===== src/rtl/bldc_tick_scheduler_pkg.sv =====
// ============================================================================
//  Module : bldc_sched_pkg
//  Brief  : Shared types, widths and reset defaults for the BLDC tick scheduler.
//  Rev    : 1.0  initial release
// ============================================================================
`default_nettype none

package bldc_sched_pkg;

    localparam int ESC_W  = 8;
    localparam int CTRL_W = 16;

    localparam logic [ESC_W-1:0]  ESC_DIV_DEF  = 8'd4;
    localparam logic [CTRL_W-1:0] CTRL_DIV_DEF = 16'd25000;
    localparam int                PID_DELAY    = 4;

    localparam int                DLY_W        = $clog2(PID_DELAY + 1);
    localparam logic [CTRL_W-1:0] CTRL_DIV_MIN = CTRL_W'(PID_DELAY + 2);
    localparam logic [7:0]        OVR_CNT_MAX  = 8'hFF;

    typedef enum logic [1:0] {
        ST_IDLE  = 2'd0,
        ST_WAIT  = 2'd1,
        ST_DELAY = 2'd2,
        ST_BUSY  = 2'd3
    } sched_state_t;

    function automatic logic [ESC_W-1:0] clamp_esc_div(input logic [ESC_W-1:0] d);
        return (d == '0) ? ESC_W'(1) : d;
    endfunction

    // A control period must outlast the sample-to-PID delay plus one BUSY cycle.
    function automatic logic [CTRL_W-1:0] clamp_ctrl_div(input logic [CTRL_W-1:0] d);
        return (d < CTRL_DIV_MIN) ? CTRL_DIV_MIN : d;
    endfunction

endpackage

`default_nettype wire


===== src/rtl/bldc_tick_scheduler_tick_counter.sv =====
// ============================================================================
//  Module : tick_counter
//  Brief  : Modulo-N counter with synchronous clear, enable and wrap strobe.
//  Rev    : 1.0  initial release
// ============================================================================
`default_nettype none

module tick_counter #(
    parameter int W = 8
) (
    input  logic         clk,
    input  logic         rst,
    input  logic         clr,
    input  logic         en,
    input  logic [W-1:0] div,
    output logic         wrap
);

    localparam logic [W-1:0] c_ONE = W'(1);

    logic [W-1:0] r_cnt;

    assign wrap = en && (r_cnt == div - c_ONE);

    always_ff @(posedge clk or posedge rst) begin
        if (rst) begin
            r_cnt <= '0;
        end else if (clr) begin
            r_cnt <= '0;
        end else if (en) begin
            r_cnt <= wrap ? '0 : r_cnt + c_ONE;
        end
    end

endmodule

`default_nettype wire


===== src/rtl/bldc_tick_scheduler.sv =====
// ============================================================================
//  Module : bldc_tick_scheduler
//  Brief  : Phase-ordered ESC / sample / PID clock-enable strobes with overrun
//           tracking and a valid/ready divisor configuration port.
//  Rev    : 1.0  initial release
// ============================================================================
`default_nettype none

module bldc_tick_scheduler
    import bldc_sched_pkg::*;
(
    input  logic              clk,
    input  logic              rst,
    input  logic              en,
    input  logic              cfg_valid,
    output logic              cfg_ready,
    input  logic [ESC_W-1:0]  cfg_esc_div,
    input  logic [CTRL_W-1:0] cfg_ctrl_div,
    input  logic              pid_done,
    output logic              esc_tick,
    output logic              sample_tick,
    output logic              pid_tick,
    output logic              overrun,
    output logic [7:0]        overrun_cnt
);

    localparam logic [DLY_W-1:0] c_DLY_LAST = DLY_W'(PID_DELAY - 1);
    localparam logic [DLY_W-1:0] c_DLY_ONE  = DLY_W'(1);

    sched_state_t      r_state;
    sched_state_t      w_state_nxt;
    logic [ESC_W-1:0]  r_esc_div;
    logic [CTRL_W-1:0] r_ctrl_div;
    logic [DLY_W-1:0]  r_dly_cnt;
    logic [7:0]        r_ovr_cnt;

    logic w_xfer;
    logic w_run;
    logic w_clr;
    logic w_esc_wrap;
    logic w_ctrl_wrap;

    // Ready is gated by rst so every output reads 0 the moment reset asserts.
    assign cfg_ready   = !rst && ((r_state == ST_IDLE) || (r_state == ST_WAIT));
    assign w_xfer      = cfg_valid && cfg_ready;
    assign w_run       = en && (r_state != ST_IDLE) && !w_xfer;
    assign w_clr       = !w_run;
    assign esc_tick    = w_esc_wrap;
    assign overrun_cnt = r_ovr_cnt;

    tick_counter #(.W(ESC_W)) u_esc_cnt (
        .clk  (clk),
        .rst  (rst),
        .clr  (w_clr),
        .en   (w_run),
        .div  (r_esc_div),
        .wrap (w_esc_wrap)
    );

    tick_counter #(.W(CTRL_W)) u_ctrl_cnt (
        .clk  (clk),
        .rst  (rst),
        .clr  (w_clr),
        .en   (w_run),
        .div  (r_ctrl_div),
        .wrap (w_ctrl_wrap)
    );

    always_ff @(posedge clk or posedge rst) begin
        if (rst) begin
            r_state <= ST_IDLE;
        end else begin
            r_state <= w_state_nxt;
        end
    end

    always_comb begin
        w_state_nxt = r_state;
        sample_tick = 1'b0;
        pid_tick    = 1'b0;
        overrun     = 1'b0;
        case (r_state)
            ST_IDLE: begin
                if (en) w_state_nxt = ST_WAIT;
            end
            ST_WAIT: begin
                if (w_ctrl_wrap) begin
                    sample_tick = 1'b1;
                    w_state_nxt = ST_DELAY;
                end
            end
            ST_DELAY: begin
                overrun = w_ctrl_wrap;
                if (w_run && (r_dly_cnt == c_DLY_LAST)) begin
                    pid_tick    = 1'b1;
                    w_state_nxt = ST_BUSY;
                end
            end
            ST_BUSY: begin
                // Completion and a new period in the same cycle: completion wins.
                if (pid_done) begin
                    sample_tick = w_ctrl_wrap;
                    w_state_nxt = w_ctrl_wrap ? ST_DELAY : ST_WAIT;
                end else begin
                    overrun = w_ctrl_wrap;
                end
            end
            default: w_state_nxt = ST_IDLE;
        endcase
        if (!en) w_state_nxt = ST_IDLE;
    end

    always_ff @(posedge clk or posedge rst) begin
        if (rst) begin
            r_esc_div  <= ESC_DIV_DEF;
            r_ctrl_div <= CTRL_DIV_DEF;
            r_dly_cnt  <= '0;
            r_ovr_cnt  <= '0;
        end else begin
            if (w_xfer) begin
                r_esc_div  <= clamp_esc_div(cfg_esc_div);
                r_ctrl_div <= clamp_ctrl_div(cfg_ctrl_div);
            end
            if ((r_state == ST_DELAY) && w_run) begin
                r_dly_cnt <= r_dly_cnt + c_DLY_ONE;
            end else begin
                r_dly_cnt <= '0;
            end
            if (overrun && (r_ovr_cnt != OVR_CNT_MAX)) begin
                r_ovr_cnt <= r_ovr_cnt + 8'd1;
            end
        end
    end

endmodule

`default_nettype wire


===== config.mk =====
export PLATFORM = sky130hd
export DESIGN_NAME = bldc_tick_scheduler
export DESIGN_NICKNAME = d
export VERILOG_FILES = /design/src/rtl/bldc_tick_scheduler_pkg.sv /design/src/rtl/bldc_tick_scheduler_tick_counter.sv /design/src/rtl/bldc_tick_scheduler.sv
export SDC_FILE = /design/constraint.sdc
export NUM_CORES = 1
export LEC_CHECK = 0
export CORE_ASPECT_RATIO = 0.9
export CORE_MARGIN = 4
export CORE_UTILIZATION = 40
export CTS_CLUSTER_SIZE = 30
export DETAILED_ROUTE_END_ITERATION = 12
export HOLD_SLACK_MARGIN = 0.05
export SYNTH_ARGS = -nofsm -noshare
export SYNTH_HDL_FRONTEND = slang
export SYNTH_HIERARCHICAL = 1
export SYNTH_SLANG_ARGS = --single-unit

===== constraint.sdc =====
create_clock -name clk -period 4.3 [get_ports clk]
set_input_delay 0.43 -clock clk [delete_from_list [all_inputs] [get_ports clk]]
set_output_delay 0.43 -clock clk [all_outputs]
set_load 0.05 [all_outputs]

# Yosys cells after proc, flatten, opt, wreduce, memory -nomap -nowiden
# Index checks and enable logic that the tools add are counted.
# classes
reduce_logical	16
n_addsub	6
n_mux	20
eq_ne	10
magnitude_cmp	1
# ops
op	count
$mux W16	3
$mux W8	3
$add A16 B1 Y16 const B	1
$add A8 B1 Y8 const B	2
$eq A16 B16 Y1	1
$lt A16 B3 Y1 const B	1
$sub A16 B1 Y16 const B	1
$mux W2	5
$logic_and A1 B1 Y1	9
$eq A8 B8 Y1	1
$logic_not A8 Y1	1
$ne A8 B8 Y1 const B	1
$pmux W2 S4	1
$sub A8 B1 Y8 const B	1
$ne A3 B3 Y1 const B	2
$mux W1	5
$eq A2 B2 Y1 const B	2
$pmux W1 S2	2
$add A3 B1 Y3 const B	1
$eq A3 B2 Y1 const B	1
$mux W3	1
$ne A3 B2 Y1 const B	1
$reduce_and A3 Y1	1
$eq A2 B1 Y1 const B	1
4 further kinds	5
# word_totals
input_bits	29
register_bits	61
word_cells	60

# Longest topological paths before layout
# depth
depth_word	11
ltp_mapped	15
ltp_nobuf	11

# Cells and area by module
# Netlist, hierarchy kept.
# by_module_without_submodules
module	area_per_inst_um2	seq_area_each_um2	n_inst	cells_each
bldc_tick_scheduler	1716.6	934.6	1	126
tick_counter (u_ctrl_cnt)	1506.4	400.4	1	170
tick_counter (u_esc_cnt)	694.4	200.2	1	83

# Worst setup path after synthesis
# OpenSTA, ideal clock, no wires.
# synth_timing
path_type	flip-flop to output port
startpoint	register r_state[1]
endpoint	output sample_tick
path_stages_with_launch	15
path_slack_ns	0.265
arrival_time_ns	3.605
required_time_ns	3.870
cell_sequence	dfrtp_1 -> nor2_2 -> and2_4 -> buf_6 -> buf_6 -> nor2_1 -> clkbuf_1 -> nand3_1 -> or3_1 -> nor4_2 -> nand4_2 -> nor2_4 -> buf_12 -> nand2_1 -> a21oi_1
# synth_via
elab_chain_len	9
word_cells_on_any_way	14
classes_between	eq/ne (2); mux (3); reduce/logical (9)
# synth_rtl
element	line	source
from (decl)	bldc_tick_scheduler.sv:30	sched_state_t r_state;
from (signal assigned)	bldc_tick_scheduler.sv:73	r_state <= w_state_nxt;
$eq A2 B1 Y1 or $logic_not A2 Y1 (tied branches)	bldc_tick_scheduler.sv:44	assign cfg_ready = !rst && ((r_state == ST_IDLE) || (r_state == ST_WAIT));
$logic_or A1 B1 Y1 (*)	bldc_tick_scheduler.sv:44	
$logic_and A1 B1 Y1 (*)	bldc_tick_scheduler.sv:44	
net cfg_ready	bldc_tick_scheduler.sv:16	output logic cfg_ready,
$logic_and A1 B1 Y1 (*)	bldc_tick_scheduler.sv:45	assign w_xfer = cfg_valid && cfg_ready;
$logic_not A1 Y1 (*)	bldc_tick_scheduler.sv:46	assign w_run = en && (r_state != ST_IDLE) && !w_xfer;
$logic_and A1 B1 Y1 (*)	bldc_tick_scheduler.sv:46	
net w_run	bldc_tick_scheduler.sv:38	logic w_run;
$logic_and A1 B1 Y1 (*)	bldc_tick_scheduler_tick_counter.sv:23	assign wrap = en && (r_cnt == div - c_ONE);
net w_ctrl_wrap	bldc_tick_scheduler.sv:41	logic w_ctrl_wrap;
$mux W1 (on tied branches)	bldc_tick_scheduler.sv:101, bldc_tick_scheduler.sv:87	
$pmux W1 S2 (*)	bldc_tick_scheduler.sv:82	case (r_state)
to (decl)	bldc_tick_scheduler.sv:21	output logic sample_tick,
# The timed path passes the listed nets; every way through them passes the cells marked *.

# Worst setup path in the final report
# layout_timing
startpoint	register r_ctrl_div[0]
endpoint	output overrun
# layout_via
elab_chain_len	5
# layout_rtl
element	line	source
from (decl)	bldc_tick_scheduler.sv:33	logic [CTRL_W-1:0] r_ctrl_div;
from (signal assigned)	bldc_tick_scheduler.sv:122	r_ctrl_div <= clamp_ctrl_div(cfg_ctrl_div);
$sub A16 B1 Y16 (*)	bldc_tick_scheduler_tick_counter.sv:23	
$eq A16 B16 Y1 (*)	bldc_tick_scheduler_tick_counter.sv:23	
$logic_and A1 B1 Y1 (*)	bldc_tick_scheduler_tick_counter.sv:23	
net w_ctrl_wrap	bldc_tick_scheduler.sv:41	
$mux W1	bldc_tick_scheduler.sv:101	if (pid_done) begin
$pmux W1 S2 (*)	bldc_tick_scheduler.sv:82	
to (decl)	bldc_tick_scheduler.sv:23	output logic overrun,
# Marked as above.

==> impl_results.md <==
* Clock Latency Late Sink at 340 ps
* Layout cells sized above 1 at 0.195
* Root buffer cell: clkbuf_8
* Status: complete, no violations
* Core ar. at 9330 µm²
* Met2 WL post-DR at 3890 µm
* Fin cells at 547
* I/O pins at 42
* Hold_ws at 430 ps
* P_leak at 1.89 nW
* Total number of H-tree levels at 3
* Largest net degree at the start of global routing at 38
* Cell Pwr Density at 323 nW/µm²
* Synthesis-stage register bit count at 61
* Via count at 2974
* HP Class: reg2reg
* Post-synthesis cell type count at 63
* Post-Route Skew at 9.83 ps
* DRT iter0 DRCs at 149
* Clock slew at reported path FFs at 70 ps
* CP max FO at 16
* Mapped Cells at 379
* Final core occ at 0.498
* Peak VDD IR at 0.183 mV
* Hold Vio Cnt, Final at 0
* Global-route wire length before repair at 15300 µm
* Crit path launch type: register
* Syn Nets at 415
* Max Cap Viol at 0
* Most area-consuming cells after synthesis: dfrtp_1 34%, xor2_1 5.8%, xnor2_1 5.4%, mux2_4 5.0%, dfstp_2 4.7%
* Register area share after synthesis at 0.392
* Max Clk Rate at 269 MHz
* Postcts setup bufs at 0
* DIE AREA at 11400 µm²
* Slew Limit Fails at 0
* Ys flop type: dfrtp_1
* Mapped Avg Cell Area at 10.3 µm²
* CTS tree: done
* Worst setup EP type: primary output
* Final TNS setup at 0 ps
* Final WL at 9140 µm
* R2r setup slk at 920 ps
* Slew @ Worst Pin at 692 ps
* GRT Util Overall at 0.167
* Vias in the first global route at 2962
* Initial DRT Pass Iterations at 4
* Syn. warnings at 6
* GRT overflow at 0
* Area Growth Syn to Fin at 18.5%
* EDFF count, synth at 0
* RSZ-0062 raised after global routing: false
* Period utilization at 0.863
* Netlist Area Pre-Place at 3920 µm²
* Initial Utilization at 0.420
* Final setup vio count at 0
* # fillers at 907
* Worst rel slew slack at 0.538
* Classification of the worst setup path: reg2out
* Gpl congestion at 0.829
* DP Wirelength at 6720 µm
* PortBufs at 41
* Die width at 112 µm
* Nets at 456
* Post-DR vias/cell at 5.44
* Clock sink total at 61
* Ys async rst share at 1.00
* Initial antenna violation count at 1
* Inst Count DP at 531
* Synth top area share at 0.345
* Wire length per cell at 16.7 µm
* Yosys top cell by area: dfrtp_1
* Req. time, crit path at 3870 ps
* Pwr Total at 0.00150 W
* Antenna Nets Post-Route at 0
* Die Ht at 102 µm
* # rows at 33
* ANT cells at 0
* Final min period at 3710 ps
* Longest Clk Path Bufs at 2
* CP Data Arrival Time at 3280 ps
* Routed wl met3 at 534 µm
* CTS buffer count at 9
* Hold_buf cts at 0
* PostCTS Resize Cnt at 0
* Drt drc at 0
* Top sig layer: met5
* WL met1 at 4650 µm
==> synth_stat cells, types with 3 or more instances <==
library cell / n
o22ai_1: 3
nor2b_1: 3
a21oi_1: 18
nor2_1: 23
nor4_1: 8
xnor2_1: 24
dfrtp_1: 54
xor2_1: 26
clkbuf_1: 6
nor4_2: 3
dfstp_2: 7
o21ai_0: 14
mux2_4: 13
inv_1: 18
nand4_1: 13
nand2b_1: 10
nand3_1: 11
nor3_2: 10
nand3b_1: 3
mux2_2: 9
nor3_1: 17
ha_1: 7
and3_1: 10
nand2_1: 13
==> metal layers <==
| metal | up-vias | global-route usage |
|---|---|---|
| met5 | - | 0 |
| met4 | 2 | 0.0277 |
| met3 | 7 | 0.0616 |
| met2 | 58 | 0.250 |
| met1 | 1461 | 0.236 |
| li1 | 1446 | - |
==> final timing paths <==
path	startpoint	endpoint	depth (start not counted)
max in group asynchronous	rst	u_ctrl_cnt/r_cnt[7]	2
hold reg to reg	r_dly_cnt[0]	r_dly_cnt[0]	1
setup reg to reg	r_ctrl_div[0]	overrun_cnt[1]	12
hold / removal	r_dly_cnt[0]	r_dly_cnt[0]	1
setup / recovery	r_ctrl_div[0]	overrun	11
min in group asynchronous	rst	u_esc_cnt/r_cnt[7]	2
==> sequential cells by signal, indices dropped and copies added, names as in the netlist <==
signal,count
u_esc_cnt/r_cnt,8
r_esc_div,8
u_ctrl_cnt/r_cnt,16
overrun_cnt,8
r_dly_cnt,3
r_state,2
r_ctrl_div,16
==> worst max-delay path: stages (launching register included) <==
cell and delay [ps]:
dfrtp_1 470, inv_1 90, ha_1 240, nor3b_2 320, a21oi_1 110, or3_1 400
nor4_2 280, nand4_2 240, nor2_4 170, buf_4 270, and2_4 210, buf_12 130
==> per-stage QoR <==
| step | area, µm² | setup WS, ps |
|---|---|---|
| 6_report | 4640 | 589 |
| 5_1_grt | 4640 | 320 |
| 4_1_cts | 4640 | 580 |
| 3_5_place_dp | 4420 | 555 |
| 3_3_place_gp | 4420 | 627 |
| 2_1_floorplan | 3920 | 265 |
==> cells by family (layout without fill, tap and decap cells) <==
family / after synthesis / after routing / synth area share
flip-flops: 61 / 61 / 0.392
XOR/XNOR: 50 / 50 / 0.112
multiplexers: 22 / 22 / 0.0757
buffers and inverters: 33 / 79 / 0.0454
AO/OA/AOI/OAI: 55 / 55 / 0.0955
adder cells (fa/ha/maj): 7 / 7 / 0.0224
AND/OR/NAND/NOR: 151 / 151 / 0.257
==> cell type report <==
cell class / instances / area (µm²) / share of cell area
Timing Repair Buffer: 45 / 458 / 0.0986
Clock inverter: 4 / 70.1 / 0.0151
Inverter: 18 / 67.6 / 0.0146
Tap cell: 122 / 153 / 0.0329
Multi-Input combinational cell: 285 / 2200 / 0.475
Sequential cell: 61 / 1540 / 0.331
Clock buffer: 12 / 155 / 0.0334
==> layout by cell type, fill, tap and decap left out, types with 3 or more instances in the layout <==
cell	netlist	final
nor4_2	3	3
nand3b_1	3	3
mux2_2	9	9
buf_4	1	5
nand3_1	11	11
nor2b_1	3	3
ha_1	7	7
clkdlybuf4s50_1	0	38
xnor2_1	24	24
o21ai_0	14	14
a21oi_1	18	18
xor2_1	26	26
nor2_1	23	23
inv_1	18	18
clkbuf_8	0	11
and3_1	10	10
nor3_1	17	17
nand4_1	13	13
nor3_2	10	10
nand2b_1	10	10
dfrtp_1	54	54
nand2_1	13	13
mux2_4	13	13
o22ai_1	3	3
dfstp_2	7	7
nor4_1	8	8
==> report_power, final <==
part           internal, W  total [W]  switching [W]
Clock             0.000356   0.000586       0.000229
Combinational     0.000123   0.000229       0.000106
Sequential        0.000615   0.000685      0.0000691
Total              0.00109    0.00150       0.000405
Note: power is estimated with default switching activity, not from simulation.
